<file path="config.mk">
export PLATFORM = sky130hd
export DESIGN_NAME = button_press_detect
export DESIGN_NICKNAME = d
export VERILOG_FILES = /design/src/rtl/button_press_detect.sv
export SDC_FILE = /design/constraint.sdc
export NUM_CORES = 1
export LEC_CHECK = 0
export ABC_AREA = 1
export CORE_ASPECT_RATIO = 1.1
export CORE_MARGIN = 8
export CORE_UTILIZATION = 64
export DETAILED_ROUTE_END_ITERATION = 6
export DONT_BUFFER_PORTS = 1
export GPL_ROUTABILITY_DRIVEN = 0
export PLACE_DENSITY_LB_ADDON = 0.1
export SYNTH_ARGS = -nofsm -noshare
export SYNTH_HDL_FRONTEND = slang
export SYNTH_SLANG_ARGS = --single-unit
</file>
<file path="constraint.sdc">
create_clock -name clk -period 1.9 [get_ports clk]
set_input_delay 0.38 -clock clk [delete_from_list [all_inputs] [get_ports clk]]
set_output_delay 0.38 -clock clk [all_outputs]
set_load 0.02 [all_outputs]
</file>
<file path="src/rtl/button_press_detect.sv">
// Debounced pushbutton with short-press, long-press and auto-repeat strobes.
// A 2-flop synchronizer feeds a five-state FSM whose outputs are all registered.
module button_press_detect #(
  parameter int DEB_CYCLES    = 120000,
  parameter int LONG_CYCLES   = 12000000,
  parameter int REPEAT_CYCLES = 3000000
) (
  input  logic clk,
  input  logic rstn,
  input  logic sw_in,
  output logic pressed,
  output logic short_pulse,
  output logic long_pulse,
  output logic repeat_pulse,
  output logic held
);

  localparam int DEB_W  = $clog2(DEB_CYCLES);
  localparam int HOLD_W = $clog2(LONG_CYCLES);
  localparam int REP_W  = $clog2(REPEAT_CYCLES);

  localparam logic [DEB_W-1:0]  DEB_LAST  = DEB_W'(DEB_CYCLES - 1);
  localparam logic [HOLD_W-1:0] HOLD_LAST = HOLD_W'(LONG_CYCLES - 1);
  localparam logic [REP_W-1:0]  REP_LAST  = REP_W'(REPEAT_CYCLES - 1);

  typedef enum logic [2:0] {
    IDLE,
    DEB_PRESS,
    PRESSED,
    LONG,
    DEB_REL
  } state_t;

  state_t              state;
  logic                sync_q1;
  logic                sync;
  logic                was_long;
  logic [DEB_W-1:0]    deb_cnt;
  logic [HOLD_W-1:0]   hold_cnt;
  logic [REP_W-1:0]    rep_cnt;

  // NOTE: non-blocking assignments keep the two flops a true shift register.
  always_ff @(posedge clk) begin
    if (!rstn) begin
      sync_q1 <= 1'b0;
      sync    <= 1'b0;
    end else begin
      sync_q1 <= sw_in;
      sync    <= sync_q1;
    end
  end

  always_ff @(posedge clk) begin
    if (!rstn) begin
      state        <= IDLE;
      was_long     <= 1'b0;
      deb_cnt      <= '0;
      hold_cnt     <= '0;
      rep_cnt      <= '0;
      pressed      <= 1'b0;
      short_pulse  <= 1'b0;
      long_pulse   <= 1'b0;
      repeat_pulse <= 1'b0;
      held         <= 1'b0;
    end else begin
      // NOTE: strobes default low every cycle so each is exactly one cycle wide.
      short_pulse  <= 1'b0;
      long_pulse   <= 1'b0;
      repeat_pulse <= 1'b0;

      unique case (state)
        IDLE: begin
          if (sync) begin
            state   <= DEB_PRESS;
            deb_cnt <= '0;
          end
        end

        DEB_PRESS: begin
          if (!sync) begin
            state <= IDLE;
          end else if (deb_cnt == DEB_LAST) begin
            state    <= PRESSED;
            pressed  <= 1'b1;
            hold_cnt <= '0;
          end else begin
            deb_cnt <= deb_cnt + DEB_W'(1);
          end
        end

        PRESSED: begin
          // Release wins over a coincident terminal count.
          if (!sync) begin
            state    <= DEB_REL;
            was_long <= 1'b0;
            deb_cnt  <= '0;
          end else if (hold_cnt == HOLD_LAST) begin
            state      <= LONG;
            long_pulse <= 1'b1;
            held       <= 1'b1;
            rep_cnt    <= '0;
          end else begin
            hold_cnt <= hold_cnt + HOLD_W'(1);
          end
        end

        LONG: begin
          if (!sync) begin
            state    <= DEB_REL;
            was_long <= 1'b1;
            deb_cnt  <= '0;
          end else if (rep_cnt == REP_LAST) begin
            repeat_pulse <= 1'b1;
            rep_cnt      <= '0;
          end else begin
            rep_cnt <= rep_cnt + REP_W'(1);
          end
        end

        DEB_REL: begin
          // Hold and repeat counters stay frozen so a bounce resumes where it left off.
          if (sync) begin
            state <= was_long ? LONG : PRESSED;
          end else if (deb_cnt == DEB_LAST) begin
            state       <= IDLE;
            pressed     <= 1'b0;
            held        <= 1'b0;
            short_pulse <= ~was_long;
          end else begin
            deb_cnt <= deb_cnt + DEB_W'(1);
          end
        end

        default: state <= IDLE;
      endcase
    end
  end

endmodule

</file>
* Yosys cells after proc, flatten, opt, wreduce, memory -nomap -nowiden *
Index checks and enable logic that the tools add are counted.

storage, ports and cells
  register bits = 74
  bits of input ports = 3
  output and inout bits = 5
  logic and storage cells = 97

operators by class
  $add $sub $neg = 3
  equality and inequality tests = 22
  muxes and demuxes = 39
  bitwise operators = 4
  reductions and logical operators = 17

operators with widths
  operator                                                         number
  24-bit 2-to-1 mux                                                4
  22-bit 2-to-1 mux                                                4
  17-bit 2-to-1 mux                                                5
  17-bit one-hot mux with 4 select lines                           1
  24-bit one-hot mux with 2 select lines                           1
  22-bit one-hot mux with 2 select lines                           1
  5-bit AND reduction                                              5
  24-bit by 1-bit adder with 24-bit output, second input constant  1
  24-bit == test, second input constant                            1
  3-bit 2-to-1 mux                                                 8
  2-bit != test, second input constant                             12
  22-bit by 1-bit adder with 22-bit output, second input constant  1
  22-bit == test, second input constant                            1
  17-bit by 1-bit adder with 17-bit output, second input constant  1
  17-bit == test, second input constant                            1
  3-bit one-hot mux with 5 select lines                            1
  1-bit 2-to-1 mux                                                 11
  3-bit != test, second input constant                             3
  3-bit AND reduction                                              3
  2-bit nonzero test                                               4
  3-bit by 2-bit == test with 1-bit output, second input constant  2
  1-bit one-hot mux with 2 select lines                            3
  1-bit inverter                                                   4
  4-bit AND reduction                                              1
  6 further kinds                                                  6

* Longest topological paths before layout *
  word-level depth = 4
  mapped depth = 12
  depth with buffers taken out = 12

* Worst setup path before layout *
Ideal clock, no wire load.

  path kind = register to register
  start = reg hold_cnt[0]
  end = reg rep_cnt[18]
  data arrival time = 1,580 ps
  data required time = 1,787 ps
  slack = 207 ps
  cell stages (with the launch flop) = 11
  path buffers = 0
  clock period less this slack = 1,693 ps
  path through = dfxtp_1 ha_1 nand3_2 nor2_4 nand3_4 nand2_1 nand2_2 nand2_1 o21ai_2 nand2_1 nor2_1

between the ends
  cells in the longest elaborated chain, start to end = 3

ends and longest elaborated chain
  what                                  line  text
  start, declared                       39    logic [HOLD_W-1:0] hold_cnt;
  start signal, assigned                103   hold_cnt <= hold_cnt + HOLD_W'(1);
  24-bit == test                        97    end else if (hold_cnt == HOLD_LAST) begin
  2-bit != test (no source line)        n/a
  4-bit AND reduction (no source line)  n/a
  end signal, assigned                  116   rep_cnt <= rep_cnt + REP_W'(1);
  end, declared                         40    logic [REP_W-1:0] rep_cnt;

No other way between the ends.
A chain may end at the register's enable or synchronous reset.

* Worst setup path after layout *
  start = reg deb_cnt[1]
  end = reg hold_cnt[16]

between the ends
  cells in the longest elaborated chain, start to end = 3

ends and longest elaborated chain
  what                                  line  text
  start, declared                       38    logic [DEB_W-1:0] deb_cnt;
  start signal, assigned                87    deb_cnt <= deb_cnt + DEB_W'(1);
  start signal, assigned                130   deb_cnt <= deb_cnt + DEB_W'(1);
  17-bit == test                        82    end else if (deb_cnt == DEB_LAST) begin
  2-bit != test (no source line)        n/a
  5-bit AND reduction (no source line)  n/a

No other way between the ends.

==> metrics.md <==
| Metric | Value |
|---|---|
| RSZ-0062 raised after global routing | true |
| Port Buffer Count | 0 |
| Sequential share of the synthesized area | 30.5% |
| Die area | 10600 µm² |
| Status | finished clean |
| Skew final | 0.0122 ns |
| Worst vdd ir | 0.000434 V |
| Startpoint Class | register |
| # nets final | 837 |
| Total number of vias | 5151 |
| DR pass1 iterations | 7 |
| First-pass GRT wire length | 20000 µm |
| Setup crit end kind | register |
| Worst-skew pair later-pin latency | 0.36 ns |
| Synth top area share | 30.5% |
| # setup viols final | 0 |
| Finished Cell Area | 5480 µm² |
| WL final | 12500 µm |
| # IOs | 8 |
| R2R cell count | 12 |
| HPWL after detailed placement | 8420 µm |
| Core footprint | 7430 µm² |
| GR Overflow Total | 0 |
| Pre-CTS setup slack | -0.00745 ns |
| Crit-path max FO | 14 |
| Clock transition at the registers of the reported paths | 0.08 ns |
| Critical Path Sink | hold_cnt[16]$_SDFFE_PN0P_ |
| MaxCap Viol Count | 0 |
| FF-to-FF End | hold_cnt[16]$_SDFFE_PN0P_ |
| Pwr dens | 745 nW/µm² |
| Synth Flop Type | dfxtp_1 |
| Antenna Nets Post-Route | 0 |
| Worst rel slew slack | 55.2% |
| Syn_nets | 811 |
| Final std cells w/o fill | 923 |
| Synth warn | 0 |
| Clk root buf | clkbuf_8 |
| Post-synth EDFFs | 0 |
| LEAKAGE | 2.17 nW |
| Detailed Route Iter0 Violations | 337 |
| Most common library cells after synthesis | 221 x nand2_1, 137 x nor2_1, 117 x inv_1, 74 x dfxtp_1, 66 x nand3_1 |
| Area contributors post-synth | dfxtp_1 30%, nand2_1 17%, nor2_1 11% |
| # placed instances | 894 |
| Die Height | 107 µm |
| Starting Density | 65.4% |
| Max Freq | 532 MHz |
| Final Cycle Share | 98.9% |
| Final slew viol count | 0 |
| Kind of critical path | reg2reg |
| Initial antenna violation count | 0 |
| CTS tree | yes |
| FF-to-FF Start | deb_cnt[1]$_SDFFE_PN0P_ |
| Vias in the first global route | 4535 |
| Rows | 33 |
| Synth area leader | dfxtp_1 |
| Cell Area, Synth | 4860 µm² |
| Die Wd | 99.1 µm |
| Final Hold Viols | 0 |
| Number of diodes | 0 |
| CTS Buffer Depth | 2 |
| Number of remaining DRC errors | 0 |
| H-tree Lvls | 3 |
| Yosys cell types | 39 |
| DR WL/cell | 13.6 µm |
| Yosys reg bits | 74 |
| FF-to-FF setup slack | 0.02 ns |
| Syn avg cell area | 6.04 µm² |
| Avg Vias per Cell | 5.58 |
| Largest net degree at the start of global routing | 34 |
| Asr flop ratio synth | 0% |
| Post-Syn Instances | 805 |
| Setup crit start | deb_cnt[1]$_SDFFE_PN0P_ |
| Aggregate global-route resource usage | 22.4% |
| CP required | 2.20 ns |
| Final worst-path setup slack | 0.0214 ns |
| CTS sink count | 74 |
| Worst-Margin Slew | 0.671 ns |
| Most frequent cell after synthesis | nand2_1 |
| Min Hold Slack | 0.123 ns |
| Area post-placement | 5030 µm² |
| Inserted Clock Buffers | 9 |
| Worst endpoint data arrival time | 2.18 ns |
| Post-layout minimum cycle time | 1.88 ns |
| Setup TNS Final | 0 ns |
| Hold Path Class | in2reg |
| Share of layout cells above drive strength 1 | 13.9% |
| Area grow syn2layout | 12.8% |
==> worst min-delay path by stage <==
| stage | from | endpoint | depth (start not counted) |
|---|---|---|---|
| after floorplan | sync_q1$_SDFF_PN0_ | sync$_SDFF_PN0_ | 2 |
| after global placement | sync_q1$_SDFF_PN0_ | sync$_SDFF_PN0_ | 2 |
| after detailed placement | sync_q1$_SDFF_PN0_ | sync$_SDFF_PN0_ | 2 |
| after CTS | sw_in | sync_q1$_SDFF_PN0_ | 2 |
| after global routing | rstn | rep_cnt[12]$_SDFFE_PN0P_ | 2 |
| final | sw_in | sync_q1$_SDFF_PN0_ | 2 |
==> logic make-up (layout without fill, tap and decap cells) <==
family / after synthesis / after routing / synth area share, %
compound gates: 69 / 69 / 8.32
xor+xnor: 14 / 14 / 2.52
simple gates: 499 / 499 / 45.4
buf+inv: 146 / 177 / 12.5
fa+ha+maj: 3 / 3 / 0.772
flops: 74 / 74 / 30.5
==> what timing repair did <==
action                     4_1_cts  5_1_grt
gates cloned                     0        2
pin swaps                        0       12
resized for setup                1       47
hold buffers                     0        0
setup buffers                    0       12
setup endpoints to repair        1       51
==> state kept, by name, summed over array words and instances, names as in the netlist <==
register	flops
long_pulse	1
repeat_pulse	1
sync	1
short_pulse	1
was_long	1
hold_cnt	24
pressed	1
deb_cnt	17
held	1
state	3
rep_cnt	22
sync_q1	1
==> layout make-up <==
cell class / instances / area (µm²)
Fill cell: 614 / 1950
Tap cell: 87 / 109
Sequential cell: 74 / 1490
Clock buffer: 10 / 138
Timing Repair Buffer: 37 / 354
Inverter: 124 / 472
Multi-Input combinational cell: 585 / 2880
Clock inverter: 6 / 32.5
==> per-stage QoR <==
| step | utilization [%] | power [mW] |
|---|---|---|
| after floorplan | - | 2.58 |
| after global placement | 67.7 | 2.77 |
| after detailed placement | 67.7 | 2.81 |
| after CTS | 70.0 | 3.90 |
| after global routing | 73.7 | 4.30 |
| final | 73.7 | 4.08 |
==> cell usage in the layout, fill, tap and decap left out, drive strengths merged <==
cell and count:
o21ba 1, nor4 3, a211oi 1, o21a 1, nand4 23, o21ai 26, dfxtp 74, inv 123
xor2 11, nor3 16, a21boi 1, xnor2 3, nor2 144, clkinv 5, nor3b 3, a31oi 1
nand2 230, nand3b 7, buf 35, and3 1, nand3 72, ha 3, clkinvlp 2, clkbuf 12
a21oi 35, o21bai 3
==> power breakdown <==
group          internal [mW]  leakage [nW]  switching, mW
Clock                  0.498        0.0916          0.614
Combinational          0.437          1.48          0.878
Sequential              1.60         0.601         0.0513
==> critical path, cell delays in order (launching register included) <==
cell and delay, ns:
dfxtp_4 0.37, ha_4 0.14, nand2_2 0.06, inv_2 0.10, nand3_4 0.08, nor2_4 0.16, nand2_4 0.08, a21boi_4 0.34
clkbuf_16 0.25, nand3_1 0.08, nand2_1 0.08, inv_1 0.04, nor2_1 0.07
==> routing by layer <==
layer / up-vias / GRT usage (%) / wire length [µm]
li1: 2576 / - / -
met1: 2329 / 27.8 / 5370
met2: 208 / 37.8 / 6040
met3: 38 / 4.14 / 785
met4: 0 / 8.44 / 328
met5: - / 0 / 0
Note: power is estimated with default switching activity, not from simulation.
